### src/rtl/rca_test_pkg.sv
// rca_test_pkg: shared state type and sizes for the ripple-carry adder sweep checker
package rca_test_pkg;
  localparam int DEF_WIDTH = 4;
  localparam int VEC_BITS = 2 * DEF_WIDTH + 1;
  localparam int CNT_BITS = 2 * DEF_WIDTH + 2;
  typedef enum logic [1:0] {IDLE, APPLY, CHECK, DONE} state_t;
endpackage

### src/rtl/rca_sweep_checker_sweep_counter.sv
// sweep_counter: vector index counter with clear, increment and all-ones flag
module sweep_counter import rca_test_pkg::*; #(
  parameter int N = VEC_BITS
) (
  input  logic         clk,
  input  logic         rst_n,
  input  logic         i_clr,
  input  logic         i_inc,
  output logic [N-1:0] o_idx,
  output logic         o_last
);
  logic [N-1:0] r_idx;
  always_ff @(posedge clk or negedge rst_n)
    if (!rst_n) r_idx <= '0;
    else if (i_clr) r_idx <= '0;
    else if (i_inc) r_idx <= r_idx + 1'b1;
  assign o_idx = r_idx;
  assign o_last = &r_idx;
endmodule

### config.mk
export PLATFORM = sky130hd
export DESIGN_NAME = sweep_counter
export DESIGN_NICKNAME = d
export VERILOG_FILES = /design/src/rtl/rca_test_pkg.sv /design/src/rtl/rca_sweep_checker_sweep_counter.sv
export SDC_FILE = /design/constraint.sdc
export NUM_CORES = 1
export LEC_CHECK = 0
export CORE_MARGIN = 3
export CORE_UTILIZATION = 33
export DETAILED_ROUTE_END_ITERATION = 10
export PLACE_DENSITY = 0.63
export REMOVE_ABC_BUFFERS = 1
export SKIP_CTS_REPAIR_TIMING = 1
export SYNTH_ARGS = -nofsm -noshare
export SYNTH_HDL_FRONTEND = slang
export SYNTH_SLANG_ARGS = --single-unit
### constraint.sdc
create_clock -name clk -period 1.6 [get_ports clk]
set_input_delay 0.32 -clock clk [delete_from_list [all_inputs] [get_ports clk]]
set_output_delay 0.32 -clock clk [all_outputs]
set_load 0.005 [all_outputs]
==> qor.txt, run 1 <==
Cell variety after synth - 15
mean area per synthesized cell - 10.4 um^2
ys async rst share - 100%
top cell type's share of synthesized area - 50.3%
final WL - 1.12 mm
max-cap viol count - 0
Cell Pwr Density - 685 nW/um^2
crit path max-delay cell type - dfrtp_1
Tcrit/Tclk final - 102%
fillers - 107
startpoint types - register
DRC viols - 0
first-pass GRT wire length - 1.79 mm
Final Slew Violations - 0
share of layout cells above drive strength 1 - 24.6%
Mapped Area - 448 um^2
flop and latch count out of synthesis - 9
pre-CTS WS - -0.0532 ns
Period minus WS final - 1.63 ns
die area - 1840 um^2
Final Hold Fails - 0
final setup violating endpoints - 2
Worst slew margin - 71.9%
Congestion Overflow GR - 0
Fin Clk Skew - 0.00515 ns
WP depth - 5
Root Driver - clkbuf_4
status - finished with violations
IO buf count - 13
RSZ-0062 raised after global routing - yes
worst path cell trace - ha_2 -> nand3_1 -> nor2_1 -> ha_2 -> dlymetal6s2s_1
row count - 12
start point of the critical path - o_idx[0]
setup TNS - -0.0486 ns
via/cell ratio - 4.96
Design Area, Final - 713 um^2
Synth area leader - dfrtp_1
# diodes - 0
top cells by area, synth - dfrtp_1 (50%), nor2_1 (5.9%), xor2_1 (5.9%), ha_1 (5.6%), nand4_4 (4.7%)
Setup Crit Path Kind - register to output port
wire per inst - 13.5 um
Hold WS - 0.345 ns
Crit. End Element - output port
max reg flops - 9
vias in the first global route - 400
CP required - 1.28 ns
non-filler cells, final - 83
placed cells - 78
post-synthesis sequential area ratio - 50.3%
CTS H-Tree Depth - 1
Total GRT Usage - 13.6%
IO Pins - 14
worst path bufs/invs - 1
DRT antenna net count - 0
initial antenna violation count - 0
r2r endpoint - o_idx[8]
Reg clk slew, reported paths - 0.07 ns
Num CTS Buffers - 3
Post-synth top flop - dfrtp_1
nets - 76
Slew @ Worst Pin - 0.420 ns
GPL Wtd Cong - 0.801
Post-synth EDFFs - 0
critical path fanouts, max - 2
Ys Warns - 0
worst setup path end - o_last
1st-iter DRT viols - 4
Post-Syn Instances - 43
P_leak - 0.419 nW
Crit path largest cell delay - 0.36 ns
post-DP HPWL - 801 um
Hold Crit Class - input pin to async pin
worst flop-to-flop path startpoint - o_idx[0]
DR pass1 iterations - 4
Clk Latency, worst-skew pair - 0.27 ns
total number of vias - 412
cell mode on critical path - ha_2
Final Worst Setup Slack - -0.0250 ns
WP data arrival - 1.30 ns
CTS tree - built
Starting Density - 37.8%
failing checks - setup timing
Max Clk Rate - 615 MHz
most common cell in the synthesized netlist - dfrtp_1
Cell Area, Placed - 659 um^2
core area - 1190 um^2
reg2reg setup slack - 0.28 ns
clock tree buffer depth - 2
largest net degree at the start of global routing - 10
area grow syn2layout - 59.2%
Sink Count - 9
R2R depth - 6
die height - 42.8 um
crit-path leading delay family - flip-flops
Peak VDD IR - 0.000432 V
Die W - 42.8 um
top post-synthesis cells by count - dfrtp_1 (9), nor2_1 (7)
==> metrics by stage <==
| stage | utilization (%) | power (mW) |
|---|---|---|
| after global routing | 60.1 | 0.510 |
| final | 60.1 | 0.488 |
| after global placement | 55.6 | 0.301 |
| after CTS | 57.8 | 0.489 |
| after floorplan | - | 0.258 |
| after detailed placement | 55.6 | 0.303 |
==> power by group <==
group	total [mW]	leakage [nW]	switching, mW	internal [mW]
sequential	0.236	0.124	0.00297	0.233
clock	0.188	0.0150	0.0909	0.0967
combinational	0.0652	0.280	0.0300	0.0352
total	0.488	0.419	0.124	0.365
==> layer usage <==
layer  track usage [%]  routed length, um
met1              16.8                505
met2              19.8                536
met3              2.97                 42
met4              11.2                 36
met5                 0                  0
==> worst min path at each step <==
stage,from,to,slack (ns),cells after the start
finish,rst_n,o_idx[0],0.35,1
floorplan,rst_n,o_idx[0],0.02,0
global route,rst_n,o_idx[7],0.39,1
detailed placement,o_idx[8],o_idx[8],0.55,2
global placement,o_idx[8],o_idx[8],0.54,2
CTS,rst_n,o_idx[7],0.36,1
==> layout by cell type, fill, tap and decap left out, types with 6 or more instances in the layout <==
cell type	n
dlymetal6s2s_1	6
dfrtp_1	9
nor2_1	7
buf_4	11
clkdlybuf4s50_1	7
==> final cells by class <==
class                   instances  area [um^2]  area share (%)
clock buffers                   4         26.3            3.68
well taps                      14         17.5            2.46
repair buffers                 24          228            31.9
flip-flops and latches          9          225            31.6
multi-input cells              32          216            30.4
==> cells by family (layout without fill, tap and decap cells) <==
group / Yosys count / count (layout) / share of synthesized area (%)
XOR/XNOR: 4 / 4 / 7.82
AND/OR/NAND/NOR: 18 / 18 / 22.6
multiplexers: 2 / 2 / 4.47
buffers and inverters: 2 / 28 / 2.51
flip-flops: 9 / 9 / 50.3
adder cells (fa/ha/maj): 2 / 2 / 5.59
AO/OA/AOI/OAI: 6 / 6 / 6.70
(Power assumes the default switching activity.)
==> run 2, diff against run 1 <==
--- a/config.mk
+++ b/config.mk
@@ -5,10 +5,10 @@
 export SDC_FILE = /design/constraint.sdc
 export NUM_CORES = 1
 export LEC_CHECK = 0
-export CORE_MARGIN = 3
-export CORE_UTILIZATION = 33
+export CORE_AREA = 3 3 40 42
 export DETAILED_ROUTE_END_ITERATION = 10
-export PLACE_DENSITY = 0.63
+export DIE_AREA = 0 0 43 45
+export PLACE_DENSITY = 0.64
 export REMOVE_ABC_BUFFERS = 1
 export SKIP_CTS_REPAIR_TIMING = 1
 export SYNTH_ARGS = -nofsm -noshare
==> run 2 against run 1 <==
Against the previous run: the run now ends clean; maximum frequency grew 3.5%; largest power group unchanged; clock skew shrank 0.0010 ns; non-clock buffer count is the same; die area grew 5.4%; via count shrank 2.9%; count of clock-buffer cells in the layout is the same; final cell count grew 1.2%; worst hold slack gained 0.017 ns; power shrank 3.5%; highest routed layer is now met3; worst setup slack gained 0.055 ns; sequential power is essentially flat.
==> qor.txt, run 2 (synthesis results as in run 1) <==
status - finished clean (was finished with violations)
post-DP HPWL - 711 um (was 801 um)
r2r endpoint - o_idx[8] (unchanged)
largest net degree at the start of global routing - 10 (unchanged)
total number of vias - 400 (was 412)
P_leak - 0.389 nW (was 0.419 nW)
Worst slew margin - 71.9% (about the same)
1st-iter DRT viols - 6 (was 4)
max-cap viol count - 0 (unchanged)
DRC viols - 0 (unchanged)
Crit path largest cell delay - 0.50 ns (was 0.36 ns)
RSZ-0062 raised after global routing - yes (unchanged)
final setup violating endpoints - 0 (was 2)
Cell Pwr Density - 655 nW/um^2 (was 685 nW/um^2)
R2R depth - 6 (unchanged)
Root Driver - clkbuf_4 (unchanged)
Crit. End Element - output port (unchanged)
WP data arrival - 1.25 ns (was 1.30 ns)
worst setup path end - o_idx[0] (was o_last)
Final Hold Fails - 0 (unchanged)
max reg flops - 9 (unchanged)
first-pass GRT wire length - 1.65 mm (was 1.79 mm)
crit path max-delay cell type - clkdlybuf4s50_1 (was dfrtp_1)
crit-path leading delay family - buffers and inverters (was flip-flops)
CP required - 1.28 ns (about the same)
Hold Crit Class - input pin to async pin (unchanged)
CTS tree - built (unchanged)
wire per inst - 11.5 um (was 13.5 um)
Congestion Overflow GR - 0 (unchanged)
Max Clk Rate - 637 MHz (was 615 MHz)
pre-CTS WS - -0.0296 ns (was -0.0532 ns)
worst path bufs/invs - 2 (was 1)
die area - 1940 um^2 (was 1840 um^2)
Final Worst Setup Slack - 0.0298 ns (was -0.0250 ns)
Setup Crit Path Kind - register to output port (unchanged)
startpoint types - register (unchanged)
initial antenna violation count - 0 (unchanged)
area grow syn2layout - 60.6% (was 59.2%)
Die W - 43 um (was 42.8 um)
DR pass1 iterations - 2 (was 4)
via/cell ratio - 4.76 (was 4.96)
Period minus WS final - 1.57 ns (was 1.63 ns)
Sink Count - 9 (unchanged)
row count - 13 (was 12)
Clk Latency, worst-skew pair - 0.26 ns (was 0.27 ns)
IO buf count - 13 (unchanged)
# diodes - 0 (unchanged)
WP depth - 2 (was 5)
Slew @ Worst Pin - 0.420 ns (about the same)
Total GRT Usage - 11.9% (was 13.6%)
reg2reg setup slack - 0.31 ns (was 0.28 ns)
vias in the first global route - 386 (was 400)
Final Core Density - 56.0% (was 60.1%)
Peak VDD IR - 0.000395 V (was 0.000432 V)
Fin Clk Skew - 0.00415 ns (was 0.00515 ns)
final WL - 964 um (was 1.12 mm)
GPL Wtd Cong - 0.683 (was 0.801)
core area - 1280 um^2 (was 1190 um^2)
most frequent cells in the layout - dfrtp_1 (9), buf_4 (9), clkdlybuf4s50_1 (8) (was buf_4 (11), dfrtp_1 (9), nor2_1 (7), clkdlybuf4s50_1 (7), dlymetal6s2s_1 (6))
IO Pins - 14 (unchanged)
CTS H-Tree Depth - 1 (unchanged)
nets - 76 (unchanged)
worst path cell trace - buf_4 -> clkdlybuf4s50_1 (was ha_2 -> nand3_1 -> nor2_1 -> ha_2 -> dlymetal6s2s_1)
Starting Density - 34.9% (was 37.8%)
Final Slew Violations - 0 (unchanged)
Num CTS Buffers - 3 (unchanged)
die height - 45 um (was 42.8 um)
DRT antenna net count - 0 (unchanged)
start point of the critical path - o_idx[0] (unchanged)
Tcrit/Tclk final - 98.1% (was 102%)
setup TNS - 0 ns (was -0.0486 ns)
Reg clk slew, reported paths - 0.06 ns (was 0.07 ns)
share of layout cells above drive strength 1 - 29.0% (was 24.6%)
worst flop-to-flop path startpoint - o_idx[1] (was o_idx[0])
critical path fanouts, max - 3 (was 2)
clock tree buffer depth - 2 (unchanged)
[run 2: cell types whose count changed in the layout (fill, tap and decap cells not counted), sizes merged]
cell and delta:
clkbuf +1, clkdlybuf4s50 +1, dlymetal6s2s -2
[run 2: worst min path at each step]
stage	startpoint	endpoint	slack, ns	cells after the start
finish	rst_n	o_idx[5]	0.36	1
CTS	rst_n	o_idx[5]	0.37	1
global route	rst_n	o_idx[4]	0.38	1
detailed placement	o_idx[8]	o_idx[8]	0.56	2
floorplan	rst_n	o_idx[0]	0.02	0
global placement	o_idx[8]	o_idx[8]	0.53	2
[run 2: routing by layer]
metal | vias to the layer above | wire length, um | GRT usage, %
met5 | - | 0 | 0
met4 | 0 | 0 | 3.61
met3 | 0 | 69 | 7.17
met2 | 12 | 442 | 18.6
met1 | 182 | 453 | 13.9
li1 | 206 | - | -
[run 2: layout make-up]
type	instances	area (um^2)
fillers	119	566
flip-flops and latches	9	225
repair buffers	24	225
multi-input cells	32	224
clock buffers	4	26.3
well taps	15	18.8
[run 2: where the power goes]
group          internal, mW  switching [mW]  total (mW)
Clock                0.0958          0.0749       0.171
Combinational        0.0343          0.0299      0.0642
Sequential            0.233         0.00338       0.236
[run 2: stage by stage]
step | hold WS (ns) | cells | cell area, um^2 | power, mW
after floorplan | 0.0244 | 41 | 437 | 0.258
after global placement | 0.535 | 79 | 661 | 0.302
after detailed placement | 0.558 | 79 | 661 | 0.303
after CTS | 0.371 | 83 | 687 | 0.480
after global routing | 0.383 | 84 | 719 | 0.504
final | 0.363 | 84 | 719 | 0.471
[run 2: worst register-to-register path: stages (launching register included)]
cell and delay, ns:
dfrtp_1 0.35, ha_2 0.19, nand3_2 0.06, nor2_2 0.11
ha_2 0.27, mux2i_1 0.14, nor2_1 0.05
==> run 3, diff against run 2 <==
--- a/config.mk
+++ b/config.mk
@@ -5,9 +5,9 @@
 export SDC_FILE = /design/constraint.sdc
 export NUM_CORES = 1
 export LEC_CHECK = 0
-export CORE_AREA = 3 3 40 42
+export CORE_AREA = 2 2 39 41
 export DETAILED_ROUTE_END_ITERATION = 10
-export DIE_AREA = 0 0 43 45
+export DIE_AREA = 0 0 41 43
 export PLACE_DENSITY = 0.64
 export REMOVE_ABC_BUFFERS = 1
 export SKIP_CTS_REPAIR_TIMING = 1
==> run 3 against run 2 <==
Against the previous run: maximum frequency fell by 1.6%; wire length rose by 3.4%; critical path type unchanged; combinational power fell by 3.1%; critical path depth rose by 3; flip-flop and latch count did not move; clock skew fell by 0.0013 ns; final cell count did not move.
==> qor.txt, run 3 (synthesis results as in run 1) <==
status - finished clean (unchanged)
final setup violating endpoints - 0 (unchanged)
DRT antenna net count - 0 (unchanged)
R2R depth - 6 (unchanged)
Peak VDD IR - 0.000416 V (was 0.000395 V)
Clk Latency, worst-skew pair - 0.26 ns (about the same)
die height - 43 um (was 45 um)
Fin Clk Skew - 0.00284 ns (was 0.00415 ns)
Sink Count - 9 (unchanged)
final WL - 997 um (was 964 um)
Die W - 41 um (was 43 um)
Hold WS - 0.349 ns (was 0.363 ns)
max-cap viol count - 0 (unchanged)
GPL Wtd Cong - 0.716 (was 0.683)
worst flop-to-flop path startpoint - o_idx[0] (was o_idx[1])
Congestion Overflow GR - 0 (unchanged)
Total GRT Usage - 14.2% (was 11.9%)
CTS H-Tree Depth - 1 (unchanged)
Setup Crit Path Kind - register to output port (unchanged)
worst setup path end - o_last (was o_idx[0])
Period minus WS final - 1.60 ns (was 1.57 ns)
Num CTS Buffers - 3 (unchanged)
largest net degree at the start of global routing - 10 (unchanged)
initial antenna violation count - 0 (unchanged)
clock tree buffer depth - 2 (unchanged)
Hold Crit Class - input pin to async pin (unchanged)
nets - 75 (was 76)
post-DP HPWL - 718 um (was 711 um)
critical path fanouts, max - 2 (was 3)
register area - 225 um^2 (unchanged)
DRC viols - 0 (unchanged)
die area - 1760 um^2 (was 1940 um^2)
first-pass GRT wire length - 1.65 mm (unchanged)
IO Pins - 14 (unchanged)
row count - 14 (was 13)
core area - 1380 um^2 (was 1280 um^2)
vias in the first global route - 398 (was 386)
# diodes - 0 (unchanged)
Tcrit/Tclk final - 99.7% (was 98.1%)
reg2reg setup slack - 0.31 ns (about the same)
DR pass1 iterations - 5 (was 2)
Final Hold Fails - 0 (unchanged)
startpoint types - register (unchanged)
Starting Density - 32.4% (was 34.9%)
Root Driver - clkbuf_4 (unchanged)
area taken by multi-input logic gates - 214 um^2 (was 224 um^2)
area grow syn2layout - 57.8% (was 60.6%)
WP data arrival - 1.28 ns (was 1.25 ns)
RSZ-0062 raised after global routing - yes (unchanged)
Worst slew margin - 73.0% (was 71.9%)
total number of vias - 410 (was 400)
wire per inst - 11.9 um (was 11.5 um)
via/cell ratio - 4.88 (was 4.76)
max reg flops - 9 (unchanged)
1st-iter DRT viols - 4 (was 6)
Final Slew Violations - 0 (unchanged)
P_leak - 0.399 nW (was 0.389 nW)
fillers - 133 (was 119)
Crit. End Element - output port (unchanged)
start point of the critical path - o_idx[0] (unchanged)
r2r endpoint - o_idx[8] (unchanged)
Slew @ Worst Pin - 0.403 ns (was 0.420 ns)
setup TNS - 0 ns (unchanged)
IO buf count - 13 (unchanged)
CP required - 1.28 ns (about the same)
most frequent cells in the layout - dfrtp_1 (9), buf_4 (9), clkdlybuf4s50_1 (8) (unchanged)
Cell Pwr Density - 674 nW/um^2 (was 655 nW/um^2)
share of layout cells above drive strength 1 - 22.1% (was 29.0%)
Max Clk Rate - 627 MHz (was 637 MHz)
total chip power - 0.476 mW (was 0.471 mW)
Reg clk slew, reported paths - 0.06 ns (about the same)
CTS tree - built (unchanged)
run 3: through the flow:
step                      instance area, um^2  util [%]  setup slack [ns]  std cells
after floorplan                           437         -             0.258         41
after global placement                    654      47.3          -0.00333         79
after detailed placement                  654      47.3           -0.0369         79
after CTS                                 681      49.2            -0.330         83
after global routing                      707      51.1           -0.0869         84
final                                     707      51.1           0.00464         84
run 3: metal layers:
| layer | GRT usage, % | vias up | share of wire, % |
|---|---|---|---|
| met4 | 12.0 | 0 | 2.9 |
| met2 | 19.7 | 19 | 47 |
| met1 | 17.5 | 186 | 44 |
| li1 | - | 201 | - |
| met5 | 0 | - | 0 |
| met3 | 3.14 | 4 | 5.5 |
run 3: how the worst min path moves through the flow:
stage	depth (start not counted)	start	endpoint	slack, ns
after floorplan	0	rst_n	o_idx[0]	0.02
after global placement	2	o_idx[8]	o_idx[8]	0.55
after detailed placement	2	o_idx[8]	o_idx[8]	0.55
after CTS	1	rst_n	o_idx[5]	0.36
after global routing	1	rst_n	o_idx[7]	0.38
final	1	rst_n	o_idx[5]	0.35
run 3: worst max-delay path, stage by stage (launching register included):
cell and delay (ns):
dfrtp_1 0.39, ha_2 0.19, nand3_1 0.07, nor2_1 0.04, ha_1 0.17, dlymetal6s2s_1 0.15
run 3: layout make-up:
| type | instances | share of cell area, % |
|---|---|---|
| flip-flops and latches | 9 | 31.9 |
| repair buffers | 23 | 31.3 |
| multi-input cells | 32 | 30.3 |
| clock buffers | 4 | 3.72 |
| well taps | 16 | 2.83 |
run 3: power by group:
group / internal [mW] / leakage, nW / switching (mW)
Sequential: 0.233 / 0.124 / 0.00360
Combinational: 0.0338 / 0.260 / 0.0285
Clock: 0.0963 / 0.0150 / 0.0816
Total: 0.363 / 0.399 / 0.114
